`config.mk`:
```
export PLATFORM = sky130hd
export DESIGN_NAME = reg_wr_arbiter
export DESIGN_NICKNAME = d
export VERILOG_FILES = /design/src/rtl/reg_wr_arbiter.sv
export SDC_FILE = /design/constraint.sdc
export NUM_CORES = 1
export LEC_CHECK = 0
export ABC_AREA = 1
export CAP_MARGIN = 20
export CORE_UTILIZATION = 57
export CTS_BUF_LIST = sky130_fd_sc_hd__clkbuf_8
export DETAILED_ROUTE_END_ITERATION = 10
export PLACE_DENSITY_LB_ADDON = 0.25
export SLEW_MARGIN = 10
export SYNTH_ARGS = -nofsm -noshare
export SYNTH_HDL_FRONTEND = slang
export SYNTH_SLANG_ARGS = --single-unit
```
`constraint.sdc`:
```
create_clock -name clk -period 4.59 [get_ports clk]
set_input_delay 0.6885 -clock clk [delete_from_list [all_inputs] [get_ports clk]]
set_output_delay 0.6885 -clock clk [all_outputs]
set_load 0.05 [all_outputs]
```
`src/rtl/reg_wr_arbiter.sv`:
```
// Arbitrated register file: N_REQ writers share DEPTH enable-gated registers.
// Round-robin grant with optional locked bursts of up to LOCK_MAX beats.
module reg_wr_arbiter #(
  parameter int N_REQ    = 4,
  parameter int DW       = 8,
  parameter int DEPTH    = 4,
  parameter int LOCK_MAX = 4,
  localparam int AW = (DEPTH > 1) ? $clog2(DEPTH) : 1,
  localparam int GW = (N_REQ > 1) ? $clog2(N_REQ) : 1,
  localparam int BW = $clog2(LOCK_MAX + 1)
) (
  input  logic                clk,
  input  logic                reset,
  input  logic [N_REQ-1:0]    req_valid,
  input  logic [N_REQ-1:0]    req_lock,
  input  logic [N_REQ*AW-1:0] req_addr,
  input  logic [N_REQ*DW-1:0] req_data,
  output logic [N_REQ-1:0]    req_ready,
  input  logic [AW-1:0]       rd_addr,
  output logic [DW-1:0]       rd_data,
  output logic [DEPTH-1:0]    wr_en,
  output logic [GW-1:0]       grant_id,
  output logic                locked
);

  typedef enum logic {
    ST_ARB,
    ST_LOCKED
  } state_e;

  state_e           state_q, state_d;
  logic [GW-1:0]    ptr_q, ptr_d;
  logic [GW-1:0]    owner_q, owner_d;
  logic [BW-1:0]    beat_q, beat_d;
  logic [DEPTH-1:0] wr_en_q;
  logic [GW-1:0]    grant_q;
  logic [DW-1:0]    regs_q [DEPTH];

  logic [N_REQ-1:0] arb_ready;
  logic [N_REQ-1:0] own_ready;
  logic             found;
  logic [GW-1:0]    idx;
  logic [GW-1:0]    g;
  logic             fire;
  logic [AW-1:0]    sel_addr;
  logic [DW-1:0]    sel_data;
  logic [DEPTH-1:0] we;

  function automatic logic [GW-1:0] nxt(input logic [GW-1:0] x);
    return GW'((int'(x) + 1) % N_REQ);
  endfunction

  // First valid requester at or above ptr, wrapping.
  always_comb begin
    arb_ready = '0;
    found     = 1'b0;
    idx       = '0;
    for (int k = 0; k < N_REQ; k++) begin
      idx = GW'((int'(ptr_q) + k) % N_REQ);
      if (!found && req_valid[idx]) begin
        found          = 1'b1;
        arb_ready[idx] = 1'b1;
      end
    end
  end

  always_comb begin
    own_ready          = '0;
    own_ready[owner_q] = req_valid[owner_q];
  end

  always_comb begin
    req_ready = '0;
    if (reset) begin
      if (state_q == ST_LOCKED) req_ready = own_ready;
      else                      req_ready = arb_ready;
    end
  end

  assign fire = |req_ready;

  always_comb begin
    g        = '0;
    sel_addr = '0;
    sel_data = '0;
    for (int i = 0; i < N_REQ; i++) begin
      if (req_ready[i]) begin
        g        = GW'(i);
        sel_addr = req_addr[i*AW +: AW];
        sel_data = req_data[i*DW +: DW];
      end
    end
  end

  // Out-of-range addresses match no register and are dropped.
  always_comb begin
    we = '0;
    for (int r = 0; r < DEPTH; r++) begin
      we[r] = fire && (int'(sel_addr) == r);
    end
  end

  always_comb begin
    state_d = state_q;
    ptr_d   = ptr_q;
    owner_d = owner_q;
    beat_d  = beat_q;
    unique case (state_q)
      ST_ARB: begin
        if (fire) begin
          ptr_d = nxt(g);
          if (req_lock[g] && LOCK_MAX > 1) begin
            state_d = ST_LOCKED;
            owner_d = g;
            beat_d  = BW'(1);
          end
        end
      end
      ST_LOCKED: begin
        if (!req_valid[owner_q]) begin
          state_d = ST_ARB;
          ptr_d   = nxt(owner_q);
          beat_d  = '0;
        end else begin
          beat_d = beat_q + 1'b1;
          if (!req_lock[owner_q] || beat_d == BW'(LOCK_MAX)) begin
            state_d = ST_ARB;
            ptr_d   = nxt(owner_q);
            beat_d  = '0;
          end
        end
      end
      default: begin
        state_d = ST_ARB;
      end
    endcase
  end

  always_ff @(posedge clk or negedge reset) begin
    if (!reset) begin
      state_q <= ST_ARB;
      ptr_q   <= '0;
      owner_q <= '0;
      beat_q  <= '0;
      wr_en_q <= '0;
      grant_q <= '0;
    end else begin
      state_q <= state_d;
      ptr_q   <= ptr_d;
      owner_q <= owner_d;
      beat_q  <= beat_d;
      wr_en_q <= we;
      if (fire) grant_q <= g;
    end
  end

  always_ff @(posedge clk or negedge reset) begin
    if (!reset) begin
      for (int r = 0; r < DEPTH; r++) regs_q[r] <= '0;
    end else begin
      for (int r = 0; r < DEPTH; r++) begin
        if (we[r]) regs_q[r] <= sel_data;
      end
    end
  end

  always_comb begin
    rd_data = '0;
    for (int r = 0; r < DEPTH; r++) begin
      if (int'(rd_addr) == r) rd_data = regs_q[r];
    end
  end

  assign wr_en    = wr_en_q;
  assign grant_id = grant_q;
  assign locked   = (state_q == ST_LOCKED);

endmodule

```
==> run metrics <==
Largest stage delay, worst path=around 0.86 ns; io pins=71; pin count of the biggest net entering global routing=25; fin crit share=between 90% and 100%; reg2reg setup slack=1.25 ns; Leak Pwr=slightly above 2 nW; sequential-to-total area share from yosys stat=35.8%; Crit path max-delay family=buffers and inverters; endpoints failing setup=0; worst reg2reg startpoint=ptr_q[1]; register area=1150 sq um; clock period minus worst slack=4.22 ns; Least-Margin Pin Slew=0.548 ns; deepest clock path buffer count=2; Die ar.=5940 sq um; Via Count=3375; fillers=around 410; Clock Latency Late Sink=0.31 ns; H-tree depth=2; Mapped Area=between 3000 and 4000 sq um; crit path cell chain=inv_4 -> ha_1 -> inv_1 -> nand3_1 -> nand2_1 -> nand2_2 -> nor2_4 -> nand2_1 -> nand3_1 -> nand3_1 -> inv_1 -> clkdlybuf4s50_1; Multi-input gate area=roughly 1800 sq um; reg2reg end=regs_q[10]; Clock power frac=7.9%; Critical Path Most Common Cell=nand3_1; WP data arrival=3.53 ns; RSZ-0062 raised after global routing=false; f_max=237 MHz; Peak supply drop=0.580 mV; WP buf/inv=4; TritonCTS Buffers=5; Root Buffer=clkbuf_8; sequential power share=21.7%; drt first pass iters=5; Hold Vio Cnt, Final=0; Yosys reg bits=46; Post-CTS Setup Inserts=0; Net Sw Frac=between 50% and 60%; dpl cells=590; post-route ant nets=0; synth unique cells=37; Layout Cells excl Fill=roughly 600; initial antenna violation count=0; worst path required time=approximately 3.9 ns; # resized after CTS=0; Crit. path cell count=12; Setup TNS=0 ns; P&R area growth vs syn=25.0%; Setup CP Type=register to primary output; antenna cells=0; P_int=between 1 and 1.5 mW; post-detail-place hpwl=7.04 mm; critical path startpoint=ptr_q[0]; Rows=26; combinational group share of total power=between 70 and 80%; slowest CP cell=clkdlybuf4s50_1; GPL Wtd Cong=between 0.9 and 1; vias per std cell=5.64; Net Sw Power=roughly 1.8 mW; kind of start point of the critical path=register; Min Hold Slack=0.352 ns; wire per inst=15.5 um; net count after synthesis=about 520; Worst Skew=approximately 0.014 ns; Sink Count=46; Pwr Density=784 nW/um^2; relative slew slack=63.4%; CP Capture Type=primary output; total chip power=3.15 mW; max-slew violations=0; # DRC=0; die height=77.1 um; initial drt markers=387; Reg2Reg Depth=18; area of the core=5270 sq um; Initial Utilization=61.0%; Gate Count Post-Synth=between 400 and 500; Setup crit end=req_ready[1]; Ys Warns=0; outcome=completed; Routed WL=around 9 mm; class of the most critical hold timing path=input pin to asynchronous set/reset pin; overall routing resource usage=around 33%; PortBufs=70; vias in the first global route=3191; CTS clock-pin slew for the worst setup and hold paths=0.10 ns; Avg Inst Size Synth=7.00 sq um; Post-CTS Hold Buffers=0; fraction of layout cells with a size suffix above 1=between 8 and 9%; die outline width=77.1 um; first-pass GRT wire length=15.3 mm; worst-path fanout max=12; Max-Cap Viols=0; NumNets Final=589; Util after Layout=76.2%; GRT Residual Overflow=0; CTS tree=built
-- routing by layer --
metal | track usage, % | vias up | part of all wire, %
met5 | 0 | - | 0
met4 | 10.6 | 0 | 1.4
met3 | 6.90 | 16 | 11
met2 | 50.4 | 183 | 43
met1 | 47.2 | 1568 | 45
li1 | - | 1608 | -
-- flip-flops by register name (all words and copies together), names as in the netlist --
register and count:
ptr_q 2, owner_q 2, locked 1, wr_en 4, regs_q 32, grant_id 2, beat_q 3
-- cell usage after synthesis, drive strengths merged --
cell type / n / share of area (%)
o2111ai: 4 / 1.1
nand3b: 1 / 0.23
ha: 10 / 3.9
clkbuf: 2 / 0.35
a211oi: 1 / 0.23
xor2: 1 / 0.27
or2: 2 / 0.39
dfrtp: 46 / 36
o211ai: 1 / 0.23
a22o: 3 / 0.82
nand4: 13 / 2.7
buf: 10 / 2.5
nand3: 57 / 11
nor2: 27 / 4.4
inv: 46 / 5.6
o21ai: 27 / 4.2
a21oi: 6 / 1.2
nand2: 201 / 25
nor3: 1 / 0.16
-- cell type report --
cell class              instances  share of cell area (%)
clock buffers                   5                    1.71
multi-input cells             355                    44.6
flip-flops and latches         46                    28.7
well taps                      70                    2.18
inverters                      46                    4.49
clock inverters                 3                   0.436
repair buffers                 73                    17.9
-- power groups by stage --
stage	Clock [mW]	Combinational, mW	Sequential [mW]
detailed placement	0	2.17	0.687
global route	0.263	2.44	0.697
floorplan	0	1.61	0.729
global placement	0	2.13	0.680
CTS	0.250	2.18	0.680
finish	0.249	2.21	0.684
-- layout by cell type, fill, tap and decap left out, types with 2 or more instances in the layout --
cell type and count:
nand2_2 6, nand3_2 4, clkdlybuf4s50_1 69, nand2_1 191
ha_1 10, o21ai_1 7, inv_4 3, o21ai_0 20
inv_1 42, clkbuf_8 5, buf_4 3, a21oi_1 4
nor2_4 3, nand3_4 4, nor2_1 22, nand4_1 12
o2111ai_1 4, a22o_1 3, inv_2 2, a21oi_2 2
nand2_4 4, dfrtp_1 46, nand3_1 49
-- worst min path at each step --
stage	to	cells past startpoint	startpoint
finish	regs_q[7]	1	reset
global route	regs_q[5]	1	reset
CTS	regs_q[7]	1	reset
detailed placement	regs_q[19]	2	regs_q[19]
global placement	regs_q[8]	2	regs_q[8]
floorplan	beat_q[0]	0	reset
-- worst reg2reg max path, cell delays in order (launching register included) --
cell and delay, ns:
dfrtp_1 0.53, inv_1 0.25, ha_1 0.41, inv_1 0.09, nand3_1 0.09, nand2_1 0.12
nand3_1 0.10, nand2_1 0.06, nor2_1 0.12, nand3_2 0.09, nand3_1 0.13, buf_4 0.25
nand2_2 0.14, nor2_1 0.15, nand2_2 0.10, nand2_4 0.15, nand3_1 0.27, nand2_1 0.14
nand2_1 0.07
-- kinds of logic after synthesis --
logic type	share of synthesized area, %
XOR/XNOR	0.273
AND/OR/NAND/NOR	43.9
adder cells (fa/ha/maj)	3.89
AO/OA/AOI/OAI	7.75
flip-flops	35.8
buffers and inverters	8.41
-- metrics by stage --
step	worst slack (ns)	area, sq um
after floorplan	1.55	3210
after global placement	0.687	3930
after detailed placement	0.653	3930
after CTS	0.395	4020
after global routing	0.0611	4020
final	0.370	4020
No activity file was read; power rests on OpenSTA's default activity.
